### src/rtl/hazard_ctrl.sv
// rtl/hazard_ctrl.sv - pipeline hazard controller for the 5-stage MIPS core
//
// Ports:
//   clk, reset            rising-edge clock, asynchronous active-high reset
//   D_rs_addr/D_rt_addr   source GPRs of the instruction in D
//   D_Tuse_rs/D_Tuse_rt   cycles until D needs each source (3 = unused)
//   D_dst_addr, D_Tnew    destination GPR and result latency of the D instruction
//   D_md_start/div/use    mult/div unit start, div select, HI/LO access
//   stall                 D instruction held this cycle
//   PC_en, F2D_en         PC and F/D register enables
//   D2E_en, D2E_flush     D/E register enable and bubble insert
//   md_busy               mult/div unit busy
//   stall_cnt             stalled cycles since reset

`timescale 1ns/1ps

module hazard_ctrl #(
   parameter int MULT_CYCLES = 5,
   parameter int DIV_CYCLES  = 10
) (
   input  logic        clk,
   input  logic        reset,
   input  logic [4:0]  D_rs_addr,
   input  logic [4:0]  D_rt_addr,
   input  logic [1:0]  D_Tuse_rs,
   input  logic [1:0]  D_Tuse_rt,
   input  logic [4:0]  D_dst_addr,
   input  logic [1:0]  D_Tnew,
   input  logic        D_md_start,
   input  logic        D_md_div,
   input  logic        D_md_use,
   output logic        stall,
   output logic        PC_en,
   output logic        F2D_en,
   output logic        D2E_en,
   output logic        D2E_flush,
   output logic        md_busy,
   output logic [31:0] stall_cnt
);

   localparam logic [3:0] MULT_LOAD = 4'(MULT_CYCLES);
   localparam logic [3:0] DIV_LOAD  = 4'(DIV_CYCLES);

   // Shadow scoreboard of the instructions in E and M. W always has Tnew 0,
   // so it can never cause a hazard and is not tracked.
   logic [4:0] E_dst;
   logic [1:0] E_Tnew;
   logic [4:0] M_dst;
   logic [1:0] M_Tnew;
   logic [3:0] md_cnt;

   logic rs_hazard;
   logic rt_hazard;
   logic md_hazard;

   // $0 is hardwired to zero, so it is excluded before comparing against the
   // scoreboard; bubbles also carry dst 0 and must not match it.
   always_comb begin
      rs_hazard = 1'b0;
      rt_hazard = 1'b0;
      if (D_rs_addr != 5'd0) begin
         rs_hazard = ((D_rs_addr == E_dst) && (E_Tnew > D_Tuse_rs)) ||
                     ((D_rs_addr == M_dst) && (M_Tnew > D_Tuse_rs));
      end
      if (D_rt_addr != 5'd0) begin
         rt_hazard = ((D_rt_addr == E_dst) && (E_Tnew > D_Tuse_rt)) ||
                     ((D_rt_addr == M_dst) && (M_Tnew > D_Tuse_rt));
      end
   end

   assign md_busy   = (md_cnt != 4'd0);
   assign md_hazard = D_md_use && md_busy;
   assign stall     = rs_hazard || rt_hazard || md_hazard;

   assign PC_en     = ~stall;
   assign F2D_en    = ~stall;
   assign D2E_en    = 1'b1;
   assign D2E_flush = stall;

   always_ff @(posedge clk or posedge reset) begin
      if (reset) begin
         E_dst  <= 5'd0;
         E_Tnew <= 2'd0;
         M_dst  <= 5'd0;
         M_Tnew <= 2'd0;
      end else begin
         M_dst  <= E_dst;
         M_Tnew <= (E_Tnew != 2'd0) ? (E_Tnew - 2'd1) : 2'd0;
         if (stall) begin
            E_dst  <= 5'd0;
            E_Tnew <= 2'd0;
         end else begin
            E_dst  <= D_dst_addr;
            E_Tnew <= D_Tnew;
         end
      end
   end

   // A start only loads when it actually advances into E; a start arriving
   // while busy is stalled by md_hazard, so the count never reloads mid-op.
   // A pipeline stall does not pause the unit.
   always_ff @(posedge clk or posedge reset) begin
      if (reset) begin
         md_cnt <= 4'd0;
      end else if (!stall && D_md_start) begin
         md_cnt <= D_md_div ? DIV_LOAD : MULT_LOAD;
      end else if (md_cnt != 4'd0) begin
         md_cnt <= md_cnt - 4'd1;
      end
   end

   always_ff @(posedge clk or posedge reset) begin
      if (reset) begin
         stall_cnt <= 32'd0;
      end else if (stall) begin
         stall_cnt <= stall_cnt + 32'd1;
      end
   end

endmodule

### config.mk
export PLATFORM = sky130hd
export DESIGN_NAME = hazard_ctrl
export DESIGN_NICKNAME = d
export VERILOG_FILES = /design/src/rtl/hazard_ctrl.sv
export SDC_FILE = /design/constraint.sdc
export NUM_CORES = 1
export LEC_CHECK = 0
export ABC_CLOCK_PERIOD_IN_PS = 2900
export CAP_MARGIN = 20
export CORE_UTILIZATION = 49
export DETAILED_ROUTE_END_ITERATION = 10
export HOLD_SLACK_MARGIN = 0.1
export PLACE_DENSITY = 0.84
export SLEW_MARGIN = 10
export SYNTH_ARGS = -nofsm -noshare
export SYNTH_HDL_FRONTEND = slang
export SYNTH_SLANG_ARGS = --single-unit
### constraint.sdc
create_clock -name clk -period 2.9 [get_ports clk]
set_clock_uncertainty 0.2 [all_clocks]
set_input_delay 0.58 -clock clk [delete_from_list [all_inputs] [get_ports clk]]
set_output_delay 0.58 -clock clk [all_outputs]
set_load 0.01 [all_outputs]
==> results of run 1 <==
-- through the flow --
stage          power, mW  instances  cell area, um^2
6_report            2.15        392             3590
5_1_grt             2.27        392             3590
4_1_cts             2.13        391             3540
3_5_place_dp        1.63        384             3380
3_3_place_gp        1.61        384             3380
2_1_floorplan       1.32        246             2610
-- sequential cells by signal, indices dropped and copies added, names as in the netlist --
name	cells
E_dst	5
E_Tnew	2
M_Tnew	2
md_cnt	4
stall_cnt	32
M_dst	5
-- cell usage after synthesis (2+ instances only) --
cell type | count | area share
dfrtp_1 | 50 | 0.48
xor2_1 | 36 | 0.12
nand2_1 | 21 | 0.030
xnor2_1 | 17 | 0.057
inv_1 | 13 | 0.019
nand3_1 | 13 | 0.025
ha_1 | 11 | 0.053
nor4_1 | 11 | 0.026
nor2_1 | 9 | 0.013
and2_1 | 8 | 0.019
and3_1 | 8 | 0.019
nor3_1 | 7 | 0.013
nand4_1 | 5 | 0.012
a21oi_1 | 4 | 0.0077
mux2i_1 | 4 | 0.015
and4_1 | 3 | 0.010
buf_4 | 3 | 0.0086
clkbuf_1 | 3 | 0.0043
and3_4 | 2 | 0.0086
buf_6 | 2 | 0.0086
nor3b_1 | 2 | 0.0058
nor4b_1 | 2 | 0.0067
o22ai_1 | 2 | 0.0048
or4_1 | 2 | 0.0058
-- kinds of logic (layout without fill, tap and decap cells) --
group | after synthesis | count (layout) | synth area share
xor+xnor | 54 | 54 | 0.184
mux | 5 | 5 | 0.0197
flops | 50 | 50 | 0.480
compound gates | 7 | 7 | 0.0144
other cells | 1 | 1 | 0.00144
buf+inv | 22 | 98 | 0.0422
simple gates | 96 | 96 | 0.206
fa+ha+maj | 11 | 11 | 0.0528
-- layout by cell type (no fill, tap or decap), types with 3 or more instances in the layout --
cell	n
and3_4	3
and4_1	3
xor2_1	36
ha_1	6
inv_1	8
and2_1	8
clkbuf_2	4
ha_4	5
and3_1	7
dfrtp_1	50
inv_2	5
clkdlybuf4s50_1	44
clkbuf_8	6
nand3_1	13
dlygate4sd2_1	6
buf_6	3
nor4_2	4
nand2_1	19
nor3_1	7
nor2_1	9
nand4_1	5
nor4_1	7
mux2i_1	4
a21oi_1	3
buf_4	14
xnor2_1	16
-- worst max path at each step --
stage / startpoint / endpoint
6_report: D_rs_addr[1] / PC_en
5_1_grt: E_Tnew[1] / PC_en
4_1_cts: D_rt_addr[0] / PC_en
3_5_place_dp: D_Tuse_rt[1] / stall
3_3_place_gp: D_Tuse_rt[1] / D2E_flush
2_1_floorplan: D_Tuse_rt[1] / stall
-- per-layer routing --
metal	vias up	routed length (um)	global-route usage
met3	10	354	0.0549
met1	956	2670	0.291
met2	61	2780	0.368
met4	0	110	0.0797
li1	975	-	-
met5	-	0	0
-- final cells by class --
type | instances | area (um^2) | share of cell area
multi-input combinational | 174 | 1360 | 0.379
sequential | 50 | 1250 | 0.349
timing repair buffer | 78 | 727 | 0.203
tap | 70 | 87.6 | 0.0244
clock buffer | 6 | 82.6 | 0.0230
inverter | 13 | 48.8 | 0.0136
clock inverter | 1 | 30.0 | 0.00837
-- timing repair --
| item | 4_1_cts | 5_1_grt |
|---|---|---|
| pin swaps | 12 | 16 |
| endpoints found under the setup margin | 14 | 5 |
| setup buffers | 0 | 1 |
| cloned | 0 | 0 |
| resized for setup | 42 | 21 |
| hold buffers | 0 | 0 |
-- power groups by stage --
stage | logic [mW] | clock network (mW) | registers, mW
floorplan | 0.377 | 0 | 0.948
global placement | 0.669 | 0 | 0.942
detailed placement | 0.683 | 0 | 0.944
CTS | 0.697 | 0.501 | 0.935
global route | 0.785 | 0.526 | 0.956
finish | 0.715 | 0.497 | 0.935
==> metrics.md, run 1 <==
| Metric | Value |
|---|---|
| HP Start | `E_dst[2]` |
| CTS Sinks | `50` |
| Post-route ant nets | `0` |
| Register bit total from synthesis | `50` |
| Core outline area | `5110 um^2` |
| Io pins | `64` |
| Critical Path End Type | `output port` |
| Layout cells sized above 1 | `0.177` |
| Final setup margin | `between 0.07 and 0.08 ns` |
| Fill cells | `about 400` |
| Worst vdd ir | `~0.5 mV` |
| Net Sw Frac | `0.320` |
| Most used cell, CP | `buf_6` |
| Number of global-route vias before repair | `around 2000` |
| Gr usage total | `0.224` |
| Via density | `about 5.1` |
| Synth Cell Area | `between 2000 and 3000 um^2` |
| H-tree level count | `2` |
| Syn nets | `between 200 and 300` |
| Synth-to-Final Area Change | `37.5%` |
| Clk_lat worst skew | `~0.30 ns` |
| Initial DRC Count | `53` |
| Final TNS setup | `0 ns` |
| Final Hold Viols | `0` |
| Run status | `finished, final reports clean` |
| Port-buffer cells | `62` |
| Worst Hold Path Cells | `0` |
| Max-slew headroom | `0.643` |
| Synth async-reset ratio | `1.00` |
| Crit-path cells | `clkdlybuf4s15_1, or4_4, o22ai_1, and3_4, buf_6, buf_6` |
| Antenna Diode Count | `0` |
| Rows | `26` |
| Pin count of the biggest net entering global routing | `28` |
| First-pass iteration count of the detailed router | `6` |
| Tightest Pin Transition | `between 0.5 and 0.6 ns` |
| Root Driver | `clkbuf_8` |
| R2R Setup Slk | `around 0.12 ns` |
| Hold EP | `M_dst[2]` |
| Synth Area per Inst | `approximately 11 um^2` |
| Number of synthesized flops with an enable pin | `0` |
| Residual DRC | `0` |
| Flop pwr share | `0.436` |
| CP top delay family | `simple AND/OR/NAND/NOR gates` |
| Die height | `about 75 um` |
| Critical R2R Launch | `E_Tnew[1]` |
| Initial Utilization | `0.511` |
| Die Wd | `75.0 um` |
| Cell count after synthesis | `246` |
| Overflow after GRT | `0` |
| Yosys warns | `0` |
| Max stage delay cell, worst path | `or4_4` |
| Register area share after synthesis | `0.480` |
| Critical path depth in cells | `6` |
| Synth Flop Type | `dfrtp_1` |
| Die area | `between 5000 and 6000 um^2` |
| Total CTS buffers | `5` |
| Post-place setup slack | `-0.766 ns` |
| Final core occ | `0.702` |
| P_leak | `1.74 nW` |
| Worst path arrival time | `approximately 2.1 ns` |
| Routed wire length | `5.91 mm` |
| Reg clk slew, reported paths | `around 0.090 ns` |
| Worst hold path type | `flop to flop` |
| Worst r2r dst | `stall_cnt[23]` |
| Max Fclk | `354 MHz` |
| Worst hold slack | `between 0.2 and 0.25 ns` |
| CTS tree | `built` |
| WS Path Type | `primary input to output port` |
| Max-cap viol count | `0` |
| Avg WL per Cell | `15.1 um` |
| Layout Nets | `between 300 and 400` |
| Crit Path Max Fanout | `7` |
| Combinational share of power | `0.333` |
| Vias | `~2000` |
| RD Place Congestion | `~0.79` |
| R2R depth | `10` |
| Slowest stage delay, CP | `between 0.5 and 0.6 ns` |
| Internal power | `roughly 1.5 mW` |
| Distinct cells, synth | `32` |
| Startpoint Class | `primary input` |
| Global-route wire length before repair | `9.21 mm` |
| Fin crit share | `0.975` |
| DP HPWL | `approximately 4.3 mm` |
| Clock power frac | `0.231` |
| Setup Viol. Count Final | `0` |
| Tmin final | `roughly 2.8 ns` |
| Initial antenna violation count | `0` |
| CTS Buffer Depth | `2` |
| Slew Limit Fails | `0` |
| Sw Pwr | `approximately 0.69 mW` |
| Required time of the worst setup path | `2.12 ns` |
| CP bufs+invs | `3` |
| Pwr dens | `between 500 and 600 nW/um^2` |
Power figures use the tool's default switching activity.
==> run 2, diff against run 1 <==
Settings changed: CORE_MARGIN set to 1.
==> results of run 2 <==
No change in the layout: final DEF, timing and power equal those of run 1.
